## config.mk

```make
export PLATFORM = sky130hd
export DESIGN_NAME = ex_mem_stage_flat
export DESIGN_NICKNAME = d
export VERILOG_FILES = /design/src/rtl/ex_mem_stage_if.sv /design/src/rtl/ex_mem_stage.sv /design/src/flat_wrapper.sv
export SDC_FILE = /design/constraint.sdc
export NUM_CORES = 1
export LEC_CHECK = 0
export CAP_MARGIN = 15
export CORE_MARGIN = 1.5
export CORE_UTILIZATION = 35
export CTS_BUF_LIST = sky130_fd_sc_hd__clkbuf_4 sky130_fd_sc_hd__clkbuf_8
export CTS_CLUSTER_DIAMETER = 50
export DETAILED_ROUTE_END_ITERATION = 12
export PLACE_DENSITY = 0.62
export RECOVER_POWER = 50
export SYNTH_ARGS = -nofsm -noshare
export SYNTH_HDL_FRONTEND = slang
export SYNTH_SLANG_ARGS = --single-unit
```

## constraint.sdc

```tcl
create_clock -name clk -period 5.16 [get_ports clk]
set_input_delay 1.032 -clock clk [delete_from_list [all_inputs] [get_ports clk]]
set_output_delay 1.032 -clock clk [all_outputs]
set_load 0.01 [all_outputs]
```

## src/rtl/ex_mem_stage_if.sv

```systemverilog
// EX/MEM stage bus: decoded ID/EX slot going in, EX/MEM pipeline register and
// PC-redirect request coming out. The "slave" side is the stage itself.
interface ex_mem_if;
  // ID/EX slot and pipeline control
  logic        in_valid;
  logic        stall;
  logic        flush;
  logic [2:0]  alu_control;
  logic        jr_control;
  logic        branch;
  logic [31:0] read_data1;
  logic [31:0] read_data2;
  logic [31:0] imm;
  logic        alu_src;
  logic [31:0] pc_plus4;
  logic        reg_write;
  logic        mem_read;
  logic        mem_write;
  logic        mem_to_reg;
  logic [4:0]  dest_reg;

  // EX/MEM register and redirect request
  logic        out_valid;
  logic [31:0] alu_result;
  logic        zero;
  logic [31:0] store_data;
  logic [4:0]  dest_reg_q;
  logic        reg_write_q;
  logic        mem_read_q;
  logic        mem_write_q;
  logic        mem_to_reg_q;
  logic        redirect;
  logic [31:0] redirect_pc;
  logic        squashing;

  modport master (
    output in_valid, stall, flush, alu_control, jr_control, branch,
           read_data1, read_data2, imm, alu_src, pc_plus4,
           reg_write, mem_read, mem_write, mem_to_reg, dest_reg,
    input  out_valid, alu_result, zero, store_data, dest_reg_q,
           reg_write_q, mem_read_q, mem_write_q, mem_to_reg_q,
           redirect, redirect_pc, squashing
  );

  modport slave (
    input  in_valid, stall, flush, alu_control, jr_control, branch,
           read_data1, read_data2, imm, alu_src, pc_plus4,
           reg_write, mem_read, mem_write, mem_to_reg, dest_reg,
    output out_valid, alu_result, zero, store_data, dest_reg_q,
           reg_write_q, mem_read_q, mem_write_q, mem_to_reg_q,
           redirect, redirect_pc, squashing
  );
endinterface

```

## src/rtl/ex_mem_stage.sv

```systemverilog
// Execute stage with EX/MEM pipeline register: ALU, jr/beq resolution and a
// RUN/SQUASH machine that turns the instruction after a redirect into a bubble.
module ex_mem_stage (
  input  logic     clk,
  input  logic     rst_n,
  ex_mem_if.slave  bus
);

  typedef enum logic {RUN, SQUASH} state_t;

  state_t      state_q, state_d;
  logic        valid_q, valid_d;
  logic [31:0] alu_q, alu_d;
  logic        zero_q, zero_d;
  logic [31:0] store_q, store_d;
  logic [4:0]  dest_q, dest_d;
  logic        reg_write_q, reg_write_d;
  logic        mem_read_q, mem_read_d;
  logic        mem_write_q, mem_write_d;
  logic        mem_to_reg_q, mem_to_reg_d;
  logic        redirect_q, redirect_d;
  logic [31:0] redirect_pc_q, redirect_pc_d;

  logic [31:0] op_a;
  logic [31:0] op_b;
  logic [31:0] alu_res;
  logic        is_flow;
  logic        take_redirect;
  logic [31:0] branch_target;

  // ALU and control-flow resolution
  always_comb begin
    op_a = bus.read_data1;
    op_b = bus.alu_src ? bus.imm : bus.read_data2;
    alu_res = '0;
    case (bus.alu_control)
      3'b000:  alu_res = op_a + op_b;
      3'b001:  alu_res = op_a - op_b;
      3'b010:  alu_res = op_a & op_b;
      3'b011:  alu_res = op_a | op_b;
      3'b100:  alu_res = {31'd0, ($signed(op_a) < $signed(op_b))};
      default: alu_res = '0;
    endcase
    is_flow       = bus.jr_control | bus.branch;
    // beq is taken when A-B would be zero, independent of which ALU op was decoded
    take_redirect = bus.jr_control | (bus.branch & (op_a == op_b));
    branch_target = bus.pc_plus4 + {bus.imm[29:0], 2'b00};
  end

  // Next-state and next-register values; everything holds by default (stall)
  always_comb begin
    state_d       = state_q;
    valid_d       = valid_q;
    alu_d         = alu_q;
    zero_d        = zero_q;
    store_d       = store_q;
    dest_d        = dest_q;
    reg_write_d   = reg_write_q;
    mem_read_d    = mem_read_q;
    mem_write_d   = mem_write_q;
    mem_to_reg_d  = mem_to_reg_q;
    redirect_d    = redirect_q;
    redirect_pc_d = redirect_pc_q;

    if (bus.flush) begin
      valid_d      = 1'b0;
      reg_write_d  = 1'b0;
      mem_read_d   = 1'b0;
      mem_write_d  = 1'b0;
      mem_to_reg_d = 1'b0;
      redirect_d   = 1'b0;
      state_d      = RUN;
    end else if (!bus.stall) begin
      alu_d      = alu_res;
      zero_d     = (alu_res == 32'd0);
      store_d    = bus.read_data2;
      dest_d     = bus.dest_reg;
      redirect_d = 1'b0;
      if (!bus.in_valid || state_q == SQUASH) begin
        // Bubble: either nothing arrived, or this is the wrong-path instruction
        valid_d      = 1'b0;
        reg_write_d  = 1'b0;
        mem_read_d   = 1'b0;
        mem_write_d  = 1'b0;
        mem_to_reg_d = 1'b0;
        if (bus.in_valid) begin
          state_d = RUN;
        end
      end else begin
        valid_d      = 1'b1;
        reg_write_d  = bus.reg_write  & ~is_flow;
        mem_read_d   = bus.mem_read   & ~is_flow;
        mem_write_d  = bus.mem_write  & ~is_flow;
        mem_to_reg_d = bus.mem_to_reg & ~is_flow;
        if (take_redirect) begin
          redirect_d    = 1'b1;
          redirect_pc_d = bus.jr_control ? op_a : branch_target;
          state_d       = SQUASH;
        end
      end
    end
  end

  always_ff @(posedge clk) begin
    if (!rst_n) begin
      state_q       <= RUN;
      valid_q       <= 1'b0;
      alu_q         <= '0;
      zero_q        <= 1'b0;
      store_q       <= '0;
      dest_q        <= '0;
      reg_write_q   <= 1'b0;
      mem_read_q    <= 1'b0;
      mem_write_q   <= 1'b0;
      mem_to_reg_q  <= 1'b0;
      redirect_q    <= 1'b0;
      redirect_pc_q <= '0;
    end else begin
      state_q       <= state_d;
      valid_q       <= valid_d;
      alu_q         <= alu_d;
      zero_q        <= zero_d;
      store_q       <= store_d;
      dest_q        <= dest_d;
      reg_write_q   <= reg_write_d;
      mem_read_q    <= mem_read_d;
      mem_write_q   <= mem_write_d;
      mem_to_reg_q  <= mem_to_reg_d;
      redirect_q    <= redirect_d;
      redirect_pc_q <= redirect_pc_d;
    end
  end

  assign bus.out_valid    = valid_q;
  assign bus.alu_result   = alu_q;
  assign bus.zero         = zero_q;
  assign bus.store_data   = store_q;
  assign bus.dest_reg_q   = dest_q;
  assign bus.reg_write_q  = reg_write_q;
  assign bus.mem_read_q   = mem_read_q;
  assign bus.mem_write_q  = mem_write_q;
  assign bus.mem_to_reg_q = mem_to_reg_q;
  assign bus.redirect     = redirect_q;
  assign bus.redirect_pc  = redirect_pc_q;
  assign bus.squashing    = (state_q == SQUASH);

endmodule

```

## src/flat_wrapper.sv

```systemverilog
// flat-port wrapper written by rule: the top's interface ports become plain ports
module ex_mem_stage_flat 
  (clk, rst_n, bus_in_valid, bus_stall, bus_flush, bus_alu_control, bus_jr_control, bus_branch, bus_read_data1, bus_read_data2, bus_imm, bus_alu_src, bus_pc_plus4, bus_reg_write, bus_mem_read, bus_mem_write, bus_mem_to_reg, bus_dest_reg, bus_out_valid, bus_alu_result, bus_zero, bus_store_data, bus_dest_reg_q, bus_reg_write_q, bus_mem_read_q, bus_mem_write_q, bus_mem_to_reg_q, bus_redirect, bus_redirect_pc, bus_squashing);
  ex_mem_if bus_i ();
  input  logic clk;
  input  logic rst_n;
  input wire logic [$bits(bus_i.in_valid)-1:0] bus_in_valid;
  input wire logic [$bits(bus_i.stall)-1:0] bus_stall;
  input wire logic [$bits(bus_i.flush)-1:0] bus_flush;
  input wire logic [$bits(bus_i.alu_control)-1:0] bus_alu_control;
  input wire logic [$bits(bus_i.jr_control)-1:0] bus_jr_control;
  input wire logic [$bits(bus_i.branch)-1:0] bus_branch;
  input wire logic [$bits(bus_i.read_data1)-1:0] bus_read_data1;
  input wire logic [$bits(bus_i.read_data2)-1:0] bus_read_data2;
  input wire logic [$bits(bus_i.imm)-1:0] bus_imm;
  input wire logic [$bits(bus_i.alu_src)-1:0] bus_alu_src;
  input wire logic [$bits(bus_i.pc_plus4)-1:0] bus_pc_plus4;
  input wire logic [$bits(bus_i.reg_write)-1:0] bus_reg_write;
  input wire logic [$bits(bus_i.mem_read)-1:0] bus_mem_read;
  input wire logic [$bits(bus_i.mem_write)-1:0] bus_mem_write;
  input wire logic [$bits(bus_i.mem_to_reg)-1:0] bus_mem_to_reg;
  input wire logic [$bits(bus_i.dest_reg)-1:0] bus_dest_reg;
  output wire logic [$bits(bus_i.out_valid)-1:0] bus_out_valid;
  output wire logic [$bits(bus_i.alu_result)-1:0] bus_alu_result;
  output wire logic [$bits(bus_i.zero)-1:0] bus_zero;
  output wire logic [$bits(bus_i.store_data)-1:0] bus_store_data;
  output wire logic [$bits(bus_i.dest_reg_q)-1:0] bus_dest_reg_q;
  output wire logic [$bits(bus_i.reg_write_q)-1:0] bus_reg_write_q;
  output wire logic [$bits(bus_i.mem_read_q)-1:0] bus_mem_read_q;
  output wire logic [$bits(bus_i.mem_write_q)-1:0] bus_mem_write_q;
  output wire logic [$bits(bus_i.mem_to_reg_q)-1:0] bus_mem_to_reg_q;
  output wire logic [$bits(bus_i.redirect)-1:0] bus_redirect;
  output wire logic [$bits(bus_i.redirect_pc)-1:0] bus_redirect_pc;
  output wire logic [$bits(bus_i.squashing)-1:0] bus_squashing;
  assign bus_i.in_valid = bus_in_valid;
  assign bus_i.stall = bus_stall;
  assign bus_i.flush = bus_flush;
  assign bus_i.alu_control = bus_alu_control;
  assign bus_i.jr_control = bus_jr_control;
  assign bus_i.branch = bus_branch;
  assign bus_i.read_data1 = bus_read_data1;
  assign bus_i.read_data2 = bus_read_data2;
  assign bus_i.imm = bus_imm;
  assign bus_i.alu_src = bus_alu_src;
  assign bus_i.pc_plus4 = bus_pc_plus4;
  assign bus_i.reg_write = bus_reg_write;
  assign bus_i.mem_read = bus_mem_read;
  assign bus_i.mem_write = bus_mem_write;
  assign bus_i.mem_to_reg = bus_mem_to_reg;
  assign bus_i.dest_reg = bus_dest_reg;
  assign bus_out_valid = bus_i.out_valid;
  assign bus_alu_result = bus_i.alu_result;
  assign bus_zero = bus_i.zero;
  assign bus_store_data = bus_i.store_data;
  assign bus_dest_reg_q = bus_i.dest_reg_q;
  assign bus_reg_write_q = bus_i.reg_write_q;
  assign bus_mem_read_q = bus_i.mem_read_q;
  assign bus_mem_write_q = bus_i.mem_write_q;
  assign bus_mem_to_reg_q = bus_i.mem_to_reg_q;
  assign bus_redirect = bus_i.redirect;
  assign bus_redirect_pc = bus_i.redirect_pc;
  assign bus_squashing = bus_i.squashing;
  ex_mem_stage u_core (.clk(clk), .rst_n(rst_n), .bus(bus_i));
endmodule
```

==> metrics.md <==
| Metric | Value |
|---|---|
| Status | `finished clean` |
| Critical Path AT | `5.09 ns` |
| Synth Instances | `1484` |
| Port Buffers | `256` |
| Hold depth | `2` |
| Tot Pwr | `2.81 mW` |
| Design Area, Final | `0.0146 sq mm` |
| Starting DRC count in detailed routing | `819` |
| CTS Hold Bufs | `0` |
| Min-delay worst type | `reg2reg` |
| R2R cell count | `6` |
| Compound-cell area share of the yosys netlist | `0.286` |
| Fin. Hold Viols | `0` |
| CTS tree | `yes` |
| Leakage power | `6.45 nW` |
| Synth Warn # | `0` |
| Final worst-path cycle share | `0.920` |
| Flop2flop setup slack | `3.20 ns` |
| Synth Area in Adders | `0.166` |
| First-pass GRT wire length | `65.0 mm` |
| Chip width | `181 microns` |
| Main combinational cell family by area after synthesis | `compound AO/OA/AOI/OAI gates` |
| Flops & latches, synth | `109` |
| Commonest non-fill, non-tap cell in the layout | `a21oi_1` |
| Post-Synth Simple-Gate Area | `0.198` |
| Synthesis-to-finish area growth | `31.3%` |
| Post-CTS setup buffer count | `0` |
| Type of origin of the critical path | `input port` |
| Root Buffer | `clkbuf_8` |
| HP Start | `u_core.bus.store_data[30]` |
| Tot GR Track Use | `0.253` |
| EDFF count, synth | `0` |
| # IOs | `257` |
| Post-layout util | `0.464` |
| Ant diodes | `0` |
| Post-DP HPWL | `34.5 mm` |
| Vias | `11800` |
| CTS max path bufs | `2` |
| RePlAce Congestion | `0.934` |
| Min Tclk post-route | `4.75 ns` |
| Reg2Reg Launch Point | `u_core.bus.squashing` |
| Initial antenna violation count | `0` |
| Clock Pin Slew Worst Setup and Hold Paths | `0.11 ns` |
| Worst slew pin tran | `1.35 ns` |
| Commonest cells after routing, fill and taps aside | `a21oi_1 (165), nand2_1 (154), clkdlybuf4s50_1 (145)` |
| Core Area | `0.0314 sq mm` |
| FF/Latch Area | `0.00218 sq mm` |
| Worst hold endpoint | `u_core.bus.store_data[30]` |
| Worst EP required | `5.50 ns` |
| R2r endpoint | `u_core.bus.redirect_pc[23]` |
| Vias in the first global route | `11200` |
| Synth Area per Inst | `7.47 sq um` |
| RSZ-0062 raised after global routing | `no` |
| Top FF cell, synth | `dfxtp_1` |
| Register area share after synthesis | `0.197` |
| Post-Route Skew | `0.0211 ns` |
| Max Cap Violations | `0` |
| Multi-input gate area | `0.00816 sq mm` |
| Area after DPL | `0.0144 sq mm` |
| Vias per cell | `5.50` |
| Fin nets | `2033` |
| Post-synthesis mux area share | `0.0491` |
| Final hold slack | `0.458 ns` |
| CP startpoint | `bus_read_data2[0]` |
| TNS Setup | `0 ns` |
| Place WS | `-0.0183 ns` |
| Clk_lat worst skew | `0.42 ns` |
| Final WL | `42.1 mm` |
| H-tree depth | `3` |
| Synth Area in XOR/XNOR | `0.0355` |
| Cell variety after synth | `94` |
| # rows | `65` |
| Power Dens Cells | `193 mW/mm^2` |
| CP Max Fanout | `2` |
| Initial core utilization | `0.353` |
| Post-cts resize count | `0` |
| Pin count of the biggest net entering global routing | `61` |
| Slew margin rel. | `0.102` |
| Final Max Slew Viols | `0` |
| Routed Antenna Nets | `0` |
| Layout cell share with drive strength beyond 1 | `0.0786` |
| CP endpoint kind | `flop` |
| Sink Count | `109` |
| Residual DRC | `0` |
| DRT Pass-1 Iters | `5` |
| Wirelength per Cell | `19.6 microns` |
| Synth async-reset ratio | `0` |
| Crit Path Class | `in2reg` |
| Maximum vdd drop | `0.000109 V` |
| Fmax | `211 MHz` |
| Die area | `0.0328 sq mm` |
| Die height | `181 microns` |
| Cts bufs inserted | `9` |
| # setup viols final | `0` |
| Mapped cell area | `0.0111 sq mm` |
| Grt ovf | `0` |
| Placed cells | `2131` |
| # fillers | `3170` |
| Post-route insts no fill | `2145` |
| Post-synthesis net count | `1777` |
| Post-route setup slack | `0.411 ns` |
[kinds of logic (layout without fill, tap and decap cells)]
logic type / count (synthesis) / in the layout
compound gates: 471 / 471
simple gates: 468 / 468
buf+inv: 192 / 451
fa+ha+maj: 145 / 145
flops: 109 / 109
mux: 54 / 54
xor+xnor: 45 / 45
[final cells by class]
type                    count  area share
clock inverters             3     0.00155
flip-flops and latches    109       0.150
clock buffers              11     0.00954
multi-input cells        1183       0.560
repair buffers            333       0.218
well taps                 402      0.0345
inverters                 104      0.0268
[worst max-delay path, cell delays in order]
cell             delay, ns
clkdlybuf4s50_1       0.43
mux2i_1               0.29
inv_1                 0.11
ha_1                  0.23
fa_1                  0.45
a211oi_2              0.30
buf_4                 0.16
nor3_1                0.05
a2111oi_2             0.46
o221a_2               0.29
a2111o_1              0.11
nand3_1               0.09
a221oi_1              0.24
nand4_1               0.13
nor4_1                0.36
nand4_1               0.13
o31ai_1               0.23
[sequential cells by signal (all words and copies together), names as in the netlist]
name	count
u_core.bus.store_data	32
u_core.bus.squashing	1
u_core.bus.mem_write_q	1
u_core.bus.reg_write_q	1
u_core.bus.mem_to_reg_q	1
u_core.bus.redirect_pc	32
u_core.bus.mem_read_q	1
u_core.bus.zero	1
u_core.bus.out_valid	1
u_core.bus.alu_result	32
u_core.bus.redirect	1
u_core.bus.dest_reg_q	5
[worst max-delay path by stage]
stage	to	slack, ns
floorplan	u_core.bus.zero	0.15
global placement	u_core.bus.zero	-0.02
detailed placement	u_core.bus.zero	-0.02
CTS	u_core.bus.zero	0.42
global route	u_core.bus.zero	0.08
finish	u_core.bus.zero	0.41
[cells in the mapped netlist (7+ instances only)]
cell | count | area [sq um]
nand2_1 | 154 | 578
nand3_1 | 25 | 125
o21bai_1 | 12 | 90.1
nor2_1 | 138 | 518
o21a_1 | 14 | 105
a21oi_1 | 165 | 826
a31oi_1 | 19 | 119
and2_1 | 8 | 50.1
nor3_1 | 43 | 215
o21ai_0 | 71 | 355
nor2b_1 | 12 | 75.1
ha_1 | 142 | 1780
o31ai_1 | 19 | 143
mux2i_1 | 51 | 510
a211oi_1 | 35 | 263
nor4_1 | 11 | 68.8
buf_1 | 10 | 37.5
and3_1 | 7 | 43.8
dfxtp_1 | 109 | 2180
nand4_1 | 15 | 93.8
inv_1 | 100 | 375
xor2_1 | 10 | 87.6
xnor2_1 | 35 | 307
o211ai_1 | 14 | 105
buf_2 | 11 | 55.1
clkbuf_1 | 60 | 225
nand2b_1 | 13 | 81.3
a21o_1 | 26 | 195
[power breakdown]
group	total, mW	switching (mW)	internal, mW
Sequential	0.899	0.0189	0.880
Combinational	1.39	0.791	0.595
Clock	0.521	0.336	0.185
Total	2.81	1.15	1.66
[layer usage]
layer  global-route usage  part of all wire  vias up
li1                     -                 -     5811
met1                0.365              0.49     5538
met5                    0                 0        -
met2                0.383              0.42      408
met3               0.0498             0.068       35
met4               0.0653             0.017        0
Power figures use the tool's default switching activity.
